## config.mk

```make
export PLATFORM = sky130hd
export DESIGN_NAME = reduce_tree_flat
export DESIGN_NICKNAME = d
export VERILOG_FILES = /design/src/rtl/reduce_pkg.sv /design/src/rtl/reduce_tree_if.sv /design/src/rtl/reduce_node.sv /design/src/rtl/reduce_tree.sv /design/src/flat_wrapper.sv
export SDC_FILE = /design/constraint.sdc
export NUM_CORES = 1
export LEC_CHECK = 0
export ABC_AREA = 0
export CAP_MARGIN = 20
export CORE_UTILIZATION = 29
export DETAILED_ROUTE_END_ITERATION = 10
export SLEW_MARGIN = 5
export SYNTH_ARGS = -nofsm -noshare
export SYNTH_HDL_FRONTEND = slang
export SYNTH_SLANG_ARGS = --single-unit
export TNS_END_PERCENT = 5
```

## constraint.sdc

```tcl
create_clock -name clk -period 1.5 [get_ports clk]
set_input_delay 0.15 -clock clk [delete_from_list [all_inputs] [get_ports clk]]
set_output_delay 0.15 -clock clk [all_outputs]
set_load 0.01 [all_outputs]
```

## src/rtl/reduce_pkg.sv

```systemverilog
`default_nettype none
// ============================================================================
// Module      : reduce_pkg
// Description : Shared types and helpers for the reduce_tree logic reducer.
//               - mode_e      : operation select (OR/AND/XOR/NOR)
//               - identity()  : pad bit for a level with an odd bit count
//               - level_width : bits produced by tree level k
//               - level_offset: start of level k in the flattened stage vector
// Ports       : none (package)
// Revision    : 1.0 - initial release
// ============================================================================
package reduce_pkg;

  typedef enum logic [1:0] {
    MODE_OR  = 2'b00,
    MODE_AND = 2'b01,
    MODE_XOR = 2'b10,
    MODE_NOR = 2'b11
  } mode_e;

  // NOR runs as an OR tree, so only AND needs a 1 as its neutral element.
  function automatic logic identity(mode_e mode);
    return (mode == MODE_AND);
  endfunction

  // ceil(width / 2^(k+1)). k = -1 yields width itself, which lets the tree
  // generator describe "the level before level 0" as the raw input vector.
  function automatic int level_width(int width, int k);
    return (width + (1 << (k + 1)) - 1) >> (k + 1);
  endfunction

  // Sum of the widths of levels 0..k-1 (0 for k <= 0).
  function automatic int level_offset(int width, int k);
    int off;
    off = 0;
    for (int j = 0; j < k; j++) begin
      off += level_width(width, j);
    end
    return off;
  endfunction

endpackage : reduce_pkg
`default_nettype wire

```

## src/rtl/reduce_tree_if.sv

```systemverilog
`default_nettype none
// ============================================================================
// Module      : reduce_tree_if
// Description : Valid/ready streaming bundle for reduce_tree.
//               Input side : in_valid, in_ready, in_data[WIDTH], in_mode[2]
//               Output side: out_valid, out_ready, out_bit, out_mode[2]
//               master = the environment (drives inputs, accepts results)
//               slave  = the reducer
// Revision    : 1.0 - initial release
// ============================================================================
interface reduce_tree_if #(
  parameter int WIDTH = 8
);

  logic             in_valid;
  logic             in_ready;
  logic [WIDTH-1:0] in_data;
  logic [1:0]       in_mode;
  logic             out_valid;
  logic             out_ready;
  logic             out_bit;
  logic [1:0]       out_mode;

  modport master (
    output in_valid, in_data, in_mode, out_ready,
    input  in_ready, out_valid, out_bit, out_mode
  );

  modport slave (
    input  in_valid, in_data, in_mode, out_ready,
    output in_ready, out_valid, out_bit, out_mode
  );

endinterface : reduce_tree_if
`default_nettype wire

```

## src/rtl/reduce_node.sv

```systemverilog
`default_nettype none
// ============================================================================
// Module      : reduce_node
// Description : Combinational 2-input gate of the reduction tree.
//               a, b : operand bits
//               mode : operation select; NOR behaves as OR here because the
//                      inversion is applied once, at the final stage
//               y    : node result
// Revision    : 1.0 - initial release
// ============================================================================
module reduce_node
  import reduce_pkg::*;
(
  input  logic  a,
  input  logic  b,
  input  mode_e mode,
  output logic  y
);

  always_comb begin
    y = a | b;
    case (mode)
      MODE_AND: y = a & b;
      MODE_XOR: y = a ^ b;
      default:  y = a | b;
    endcase
  end

endmodule : reduce_node
`default_nettype wire

```

## src/rtl/reduce_tree.sv

```systemverilog
`default_nettype none
// ============================================================================
// Module      : reduce_tree
// Description : Pipelined N-input OR/AND/XOR/NOR reducer. A balanced tree of
//               reduce_node gates with one register stage per tree level and
//               a global-stall valid/ready handshake on both sides.
// Ports       : clk    - sole clock, rising edge
//               rst_n  - asynchronous active-low reset
//               bus    - reduce_tree_if.slave (in_valid/in_ready/in_data/
//                        in_mode, out_valid/out_ready/out_bit/out_mode)
// Parameters  : WIDTH  - reduced bit count, 2..64
//               LEVELS - tree depth = latency, derived from WIDTH
// Revision    : 1.0 - initial release
// ============================================================================
module reduce_tree
  import reduce_pkg::*;
#(
  parameter int WIDTH  = 8,
  parameter int LEVELS = $clog2(WIDTH)
) (
  input  wire           clk,
  input  wire           rst_n,
  reduce_tree_if.slave  bus
);

  // All stage data registers are packed back to back: level k occupies
  // [level_offset(k) +: level_width(k)], so the final bit sits at TOTAL-1.
  localparam int TOTAL = level_offset(WIDTH, LEVELS);

  logic [TOTAL-1:0]    data_q, data_d;
  logic [LEVELS-1:0]   valid_q, valid_d;
  logic [2*LEVELS-1:0] mode_q, mode_d;

  wire  [TOTAL-1:0]    node_y;     // gate outputs, same layout as data_q
  wire  [TOTAL-1:0]    stage_en;   // source-valid replicated per stage bit
  wire  [LEVELS-1:0]   src_valid;  // valid feeding each stage
  wire  [2*LEVELS-1:0] src_mode;   // mode feeding each stage

  logic adv;

  // Global advance: the whole pipe moves whenever the output slot is free
  // or being drained this cycle.
  assign adv = !valid_q[LEVELS-1] || bus.out_ready;

  for (genvar k = 0; k < LEVELS; k++) begin : g_level
    localparam int IN_W    = level_width(WIDTH, k - 1);
    localparam int OUT_W   = level_width(WIDTH, k);
    localparam int IN_OFF  = level_offset(WIDTH, k - 1);
    localparam int OUT_OFF = level_offset(WIDTH, k);

    wire [IN_W-1:0] src_bits;
    mode_e          lvl_mode;

    if (k == 0) begin : g_from_input
      assign src_bits      = bus.in_data;
      assign src_valid[0]  = bus.in_valid;
      assign src_mode[1:0] = bus.in_mode;
    end else begin : g_from_stage
      assign src_bits           = data_q[IN_OFF +: IN_W];
      assign src_valid[k]       = valid_q[k-1];
      assign src_mode[2*k +: 2] = mode_q[2*(k-1) +: 2];
    end

    assign lvl_mode                    = mode_e'(src_mode[2*k +: 2]);
    assign stage_en[OUT_OFF +: OUT_W]  = {OUT_W{src_valid[k]}};

    for (genvar j = 0; j < OUT_W; j++) begin : g_node
      wire b_in;
      if (2*j + 1 < IN_W) begin : g_pair
        assign b_in = src_bits[2*j + 1];
      end else begin : g_pad
        assign b_in = identity(lvl_mode);
      end

      reduce_node u_node (
        .a    (src_bits[2*j]),
        .b    (b_in),
        .mode (lvl_mode),
        .y    (node_y[OUT_OFF + j])
      );
    end
  end

  always_comb begin
    valid_d = valid_q;
    mode_d  = mode_q;
    data_d  = data_q;
    if (adv) begin
      valid_d = src_valid;
      // Bubbles carry zeroed mode and data so waveforms stay readable.
      for (int k = 0; k < LEVELS; k++) begin
        mode_d[2*k +: 2] = src_valid[k] ? src_mode[2*k +: 2] : 2'b00;
      end
      data_d = node_y & stage_en;
      // NOR is an OR tree up to here; invert only when loading the output.
      if (src_mode[2*LEVELS-1 -: 2] == MODE_NOR) begin
        data_d[TOTAL-1] = !node_y[TOTAL-1] && stage_en[TOTAL-1];
      end
    end
  end

  always_ff @(posedge clk or negedge rst_n) begin
    if (!rst_n) begin
      valid_q <= '0;
      mode_q  <= '0;
      data_q  <= '0;
    end else begin
      valid_q <= valid_d;
      mode_q  <= mode_d;
      data_q  <= data_d;
    end
  end

  assign bus.in_ready  = adv;
  assign bus.out_valid = valid_q[LEVELS-1];
  assign bus.out_bit   = data_q[TOTAL-1];
  assign bus.out_mode  = mode_q[2*LEVELS-1 -: 2];

endmodule : reduce_tree
`default_nettype wire

```

## src/flat_wrapper.sv

```systemverilog
// flat-port wrapper written by rule: the top's interface ports become plain ports
module reduce_tree_flat import reduce_pkg::*;
#(
  parameter int WIDTH  = 8,
  parameter int LEVELS = $clog2(WIDTH)
)
  (clk, rst_n, bus_in_valid, bus_in_data, bus_in_mode, bus_out_ready, bus_in_ready, bus_out_valid, bus_out_bit, bus_out_mode);
  reduce_tree_if #(.WIDTH(WIDTH)) bus_i ();
  input  wire clk;
  input  wire rst_n;
  input wire logic [$bits(bus_i.in_valid)-1:0] bus_in_valid;
  input wire logic [$bits(bus_i.in_data)-1:0] bus_in_data;
  input wire logic [$bits(bus_i.in_mode)-1:0] bus_in_mode;
  input wire logic [$bits(bus_i.out_ready)-1:0] bus_out_ready;
  output wire logic [$bits(bus_i.in_ready)-1:0] bus_in_ready;
  output wire logic [$bits(bus_i.out_valid)-1:0] bus_out_valid;
  output wire logic [$bits(bus_i.out_bit)-1:0] bus_out_bit;
  output wire logic [$bits(bus_i.out_mode)-1:0] bus_out_mode;
  assign bus_i.in_valid = bus_in_valid;
  assign bus_i.in_data = bus_in_data;
  assign bus_i.in_mode = bus_in_mode;
  assign bus_i.out_ready = bus_out_ready;
  assign bus_in_ready = bus_i.in_ready;
  assign bus_out_valid = bus_i.out_valid;
  assign bus_out_bit = bus_i.out_bit;
  assign bus_out_mode = bus_i.out_mode;
  reduce_tree #(.WIDTH(WIDTH), .LEVELS(LEVELS)) u_core (.clk(clk), .rst_n(rst_n), .bus(bus_i));
endmodule
```

==> results of run 1 <==
-- through the flow --
| stage | setup WS [ps] | cell area (um^2) | hold WS, ps | total power, mW |
|---|---|---|---|---|
| after detailed placement | -168 | 1360 | 457 | 1.25 |
| after CTS | 103 | 1400 | 218 | 1.57 |
| after global routing | -6.57 | 1410 | 231 | 1.71 |
| after global placement | -126 | 1360 | 451 | 1.24 |
| after floorplan | 233 | 1080 | -146 | 1.01 |
| final | 110 | 1410 | 212 | 1.57 |
-- worst paths after layout --
kind,startpoint,end
worst max-delay path,bus_in_mode[0],u_core.data_q[2]$_DFFE_PN0P_
worst min-delay path,rst_n,u_core.valid_q[1]$_DFFE_PN0P_
worst max register to register,u_core.data_q[4]$_DFFE_PN0P_,u_core.data_q[6]$_DFFE_PN0P_
worst min register to register,u_core.mode_q[4]$_DFFE_PN0P_,u_core.mode_q[4]$_DFFE_PN0P_
max in group asynchronous,rst_n,u_core.data_q[1]$_DFFE_PN0P_
min in group clk,u_core.mode_q[4]$_DFFE_PN0P_,u_core.mode_q[4]$_DFFE_PN0P_
-- final cells by class --
class	instances	area, um^2
Inverter	21	83.8
Multi-Input combinational cell	69	582
Fill cell	357	2030
Clock buffer	3	41.3
Tap cell	46	57.6
Timing Repair Buffer	27	246
Sequential cell	16	400
-- metal layers --
metal / wire, um / global-route usage
met4: 50 / 0.0698
met5: 0 / 0
met2: 922 / 0.203
met1: 835 / 0.121
met3: 95 / 0.0274
-- cell usage in the layout, fill, tap and decap left out, types with 2 or more instances in the layout --
cell type / synthesis / final
o21ai_0: 4 / 4
a221oi_1: 7 / 5
a221oi_2: 0 / 2
clkbuf_8: 0 / 3
clkdlybuf4s50_1: 0 / 17
buf_4: 0 / 9
a21oi_1: 4 / 4
nand2_1: 9 / 9
ha_1: 21 / 21
a22o_1: 4 / 4
a21o_1: 3 / 3
nand3_1: 7 / 7
dfrtp_1: 16 / 16
o22ai_1: 2 / 2
inv_1: 20 / 20
-- report_power, final --
group	switching (mW)	internal [mW]
registers	0.0900	0.539
logic	0.287	0.328
clock network	0.142	0.178
-- logic make-up after synthesis --
kind of cell	count (synthesis)	synth area share
AOI/OAI and AO/OA	25	0.167
adders and majority gates	21	0.243
DFF	16	0.371
buffers and inverters	24	0.102
and+or+nand+nor	23	0.117
-- registers in the layout (all words and copies together) (netlist names) --
name / cells
u_core.data_q: 7
u_core.mode_q: 6
u_core.valid_q: 3
-- repair_timing --
action,4_1_cts,5_1_grt
endpoints found under the hold margin,0,0
gates resized for setup,1,2
gates cloned,0,0
endpoints found under the setup margin,1,2
setup buffers,0,0
==> flow_metrics.env, run 1 <==
export IMPL_layout_drive_gt1_share=0.125
export IMPL_finalSetupViolCount=0
export IMPL_synth_edff_count=0
export IMPL_post_route_period_util=0.926
export IMPL_max_freq_mhz=720
export IMPL_crit_family="buffers and inverters"
export IMPL_antenna_found_initial=0
export IMPL_initial_utilization=0.314
export IMPL_ys_warn_count=0
export IMPL_drc_errors=0
export IMPL_design_die_area_um2=3970
export IMPL_dp_cells=179
export IMPL_ff2ff_setup_slack_ps=190
export IMPL_skew_ps=0.837
export IMPL_routedWlPerCell_um=10.5
export IMPL_min_path_type="in -> async"
export IMPL_crit_chain="clkdlybuf4s50_1 -> inv_1 -> ha_1 -> a221oi_1 -> a21oi_1 -> a22o_1"
export IMPL_port_buffers=18
export IMPL_vias_per_cell=4.60
export IMPL_die_h_um=63.0
export IMPL_crit_slowest_cell="clkdlybuf4s50_1"
export IMPL_syn_nets=144
export IMPL_seq_area_frac_synth=0.371
export IMPL_first_global_vias=821
export IMPL_cts_buffers=3
export IMPL_cts_hold_fix_buffers=0
export IMPL_path_depth=6
export IMPL_power_density_nw_per_um2=1110
export IMPL_worst_pin_slew_ps=247
export IMPL_worst_ep_arrival_time_ps=1530
export IMPL_clock_path_buffers=2
export IMPL_syn_to_final_growth_pct=30.7
export IMPL_synth_most_common_cell="ha_1"
export IMPL_grt_setup_unrepaired="yes"
export IMPL_critPathBufInv=2
export IMPL_slew_headroom=0.835
export IMPL_dp_hpwl_um=1540
export IMPL_synthCells=109
export IMPL_grt_start_max_net_pins=17
export IMPL_final_cells=182
export IMPL_final_util=0.410
export IMPL_dr_pass1_iters=3
export IMPL_grt_pass1_wl_um=3520
export IMPL_nets=173
export IMPL_syn_area_per_cell_um2=9.91
export IMPL_cts_root_buf="clkbuf_8"
export IMPL_drv_slew=0
export IMPL_status="finished clean"
export IMPL_yosys_top_cells_count="ha_1, inv_1, dfrtp_1"
export IMPL_critPathKind="in -> reg"
export IMPL_h_tree_depth=1
export IMPL_synth_ff_type="dfrtp_1"
export IMPL_vdd_drop_max_mv=0.270
export IMPL_cts_tree="done"
export IMPL_clk_pin_slew_ps=60
export IMPL_synth_top_cell_area_share=0.371
export IMPL_synth_cell_type_count=22
export IMPL_hold_viol=0
export IMPL_ys_ff_latch=16
export IMPL_period_minus_slack_ps=1390
export IMPL_ff2ff_path_depth=5
export IMPL_route_antenna_remaining_nets=0
export IMPL_coreArea_um2=3440
export IMPL_tns_ps=0
export IMPL_clock_sinks=16
export IMPL_ys_top_cells_by_area="dfrtp_1, ha_1, inv_1"
export IMPL_drt_iter0_markers=20
export IMPL_path_max_fanout=6
export IMPL_grt_overflow_total=0
export IMPL_ios=19
export IMPL_die_w_um=63.0
export IMPL_syn_cell_area_um2=1080
export IMPL_async_flop_share=1.00
export IMPL_routabilityCongestion=0.745
export IMPL_num_rows=21
export IMPL_worstPathRequired_ps=1640
export IMPL_slowest_delay_ps=470
export IMPL_start_kind="input port"
export IMPL_num_antenna_cells=0
export IMPL_vias=838
export IMPL_yosys_area_top_type="dfrtp_1"
export IMPL_track_usage=0.115
export IMPL_power_leakage_nw=0.723
export IMPL_cap_violations=0
export IMPL_insertion_delay_ps=250
export IMPL_end_kind="register"
export IMPL_wirelength_um=1900
(Power assumes the default switching activity.)
==> run 2, diff against run 1 <==
Settings changed: PLACE_DENSITY set to 0.53.
==> flow_metrics.env, run 2 (synthesis gave the netlist of run 1 again) <==
export IMPL_dpl_cell_area_um2=1370
export IMPL_status="finished clean"
export IMPL_drv_slew=0
export IMPL_drt_iter0_markers=37
export IMPL_routedWlPerCell_um=10.6
export IMPL_max_freq_mhz=706
export IMPL_p_clk_frac=0.232
export IMPL_grt_start_max_net_pins=17
export IMPL_slowest_delay_ps=470
export IMPL_clk_pin_slew_ps=60
export IMPL_p_sw_mw=0.539
export IMPL_insertion_delay_ps=250
export IMPL_min_path_type="in -> async"
export IMPL_power_leakage_nw=0.733
export IMPL_final_common_cell="ha_1"
export IMPL_first_global_vias=852
export IMPL_path_max_fanout=7
export IMPL_cts_setup_buffers=0
export IMPL_path_depth=6
export IMPL_comb_power_share=0.384
export IMPL_grt_pass1_wl_um=3460
export IMPL_start_kind="input port"
export IMPL_cts_hold_fix_buffers=0
export IMPL_multi_input_area_um2=576
export IMPL_seqCellArea_um2=400
export IMPL_cts_root_buf="clkbuf_8"
export IMPL_clock_sinks=16
export IMPL_h_tree_depth=1
export IMPL_hold_ws_ps=220
export IMPL_syn_to_final_growth_pct=32.1
export IMPL_ios=19
export IMPL_post_route_period_util=0.944
export IMPL_critPathKind="in -> reg"
export IMPL_drc_errors=0
export IMPL_num_rows=21
export IMPL_dp_cells=180
export IMPL_cts_buffers=3
export IMPL_dr_pass1_iters=2
export IMPL_worst_ep_arrival_time_ps=1560
export IMPL_vdd_drop_max_mv=0.305
export IMPL_period_minus_slack_ps=1420
export IMPL_slew_headroom=0.819
export IMPL_design_die_area_um2=3970
export IMPL_crit_family="buffers and inverters"
export IMPL_die_w_um=63.0
export IMPL_ff2ff_path_depth=5
export IMPL_fillers=349
export IMPL_track_usage=0.108
export IMPL_vias=845
export IMPL_finalSetupViolCount=0
export IMPL_clock_path_buffers=2
export IMPL_top_regs="u_core.data_q (7), u_core.mode_q (6), u_core.valid_q (3)"
export IMPL_critPathBufInv=2
export IMPL_worst_pin_slew_ps=272
export IMPL_vias_per_cell=4.59
export IMPL_cts_tree="done"
export IMPL_coreArea_um2=3440
export IMPL_die_h_um=63.0
export IMPL_pre_cts_ws_ps=-180
export IMPL_nets=174
export IMPL_power_density_nw_per_um2=1150
export IMPL_wirelength_um=1940
export IMPL_skew_ps=0.399
export IMPL_stdcell_area_um2=1430
export IMPL_port_buffers=18
export IMPL_crit_slowest_cell="clkdlybuf4s50_1"
export IMPL_routabilityCongestion=0.719
export IMPL_p_seq_frac=0.383
export IMPL_tns_ps=0
export IMPL_initial_utilization=0.314
export IMPL_grt_setup_unrepaired="no"
export IMPL_grt_overflow_total=0
export IMPL_largest_register_ffs=7
export IMPL_end_kind="register"
export IMPL_dp_hpwl_um=1640
export IMPL_fin_ws_ps=83.3
export IMPL_hold_viol=0
export IMPL_cap_violations=0
export IMPL_top_register="u_core.data_q"
export IMPL_crit_chain="clkdlybuf4s50_1 -> inv_1 -> ha_1 -> a221oi_1 -> a21oi_1 -> a22o_1"
export IMPL_layout_drive_gt1_share=0.130
export IMPL_antenna_found_initial=0
export IMPL_route_antenna_remaining_nets=0
export IMPL_final_cells=184
export IMPL_num_antenna_cells=0
export IMPL_final_cell_mix="ha_1, inv_1, clkdlybuf4s50_1"
export IMPL_intPower_mw=1.10
export IMPL_swShare=0.328
export IMPL_worstPathRequired_ps=1640
[run 2: routing by layer]
layer / vias up / part of all wire / track usage
li1: 433 / - / -
met1: 397 / 0.45 / 0.124
met2: 15 / 0.53 / 0.202
met3: 0 / 0.022 / 0.0164
met4: 0 / 0 / 0.0349
met5: - / 0 / 0
[run 2: area by class of cell]
class / count / area share
inverter: 21 / 0.0588
sequential: 16 / 0.281
clock buffer: 4 / 0.0386
multi-input combinational: 69 / 0.404
timing repair buffer: 28 / 0.178
tap: 46 / 0.0404
[run 2: repair_timing]
item                                    in CTS  in global routing
endpoints found under the setup margin       1                  1
pin swaps                                    0                  0
cloned                                       0                  0
gates resized for setup                      1                  1
[run 2: final timing paths]
kind,start,end,slack [ps]
worst max register to register,u_core.mode_q[2]$_DFFE_PN0P_,u_core.data_q[6]$_DFFE_PN0P_,180
max in group asynchronous,rst_n,u_core.data_q[2]$_DFFE_PN0P_,1100
worst min-delay path,rst_n,u_core.valid_q[2]$_DFFE_PN0P_,220
min in group clk,u_core.mode_q[4]$_DFFE_PN0P_,u_core.mode_q[4]$_DFFE_PN0P_,470
worst min register to register,u_core.mode_q[4]$_DFFE_PN0P_,u_core.mode_q[4]$_DFFE_PN0P_,470
worst max-delay path,bus_in_mode[0],u_core.data_q[0]$_DFFE_PN0P_,80
[run 2: power by group through the flow]
stage               Sequential (mW)  Clock [mW]  Combinational, mW
floorplan                     0.631           0              0.378
global placement              0.632           0              0.613
detailed placement            0.641           0              0.627
CTS                           0.631       0.392              0.627
global route                  0.649       0.408              0.714
finish                        0.630       0.382              0.631
[run 2: stage by stage]
step           power [mW]  utilization
2_1_floorplan        1.01            -
3_3_place_gp         1.24        0.397
3_5_place_dp         1.27        0.397
4_1_cts              1.65        0.413
5_1_grt              1.77        0.414
6_report             1.64        0.414
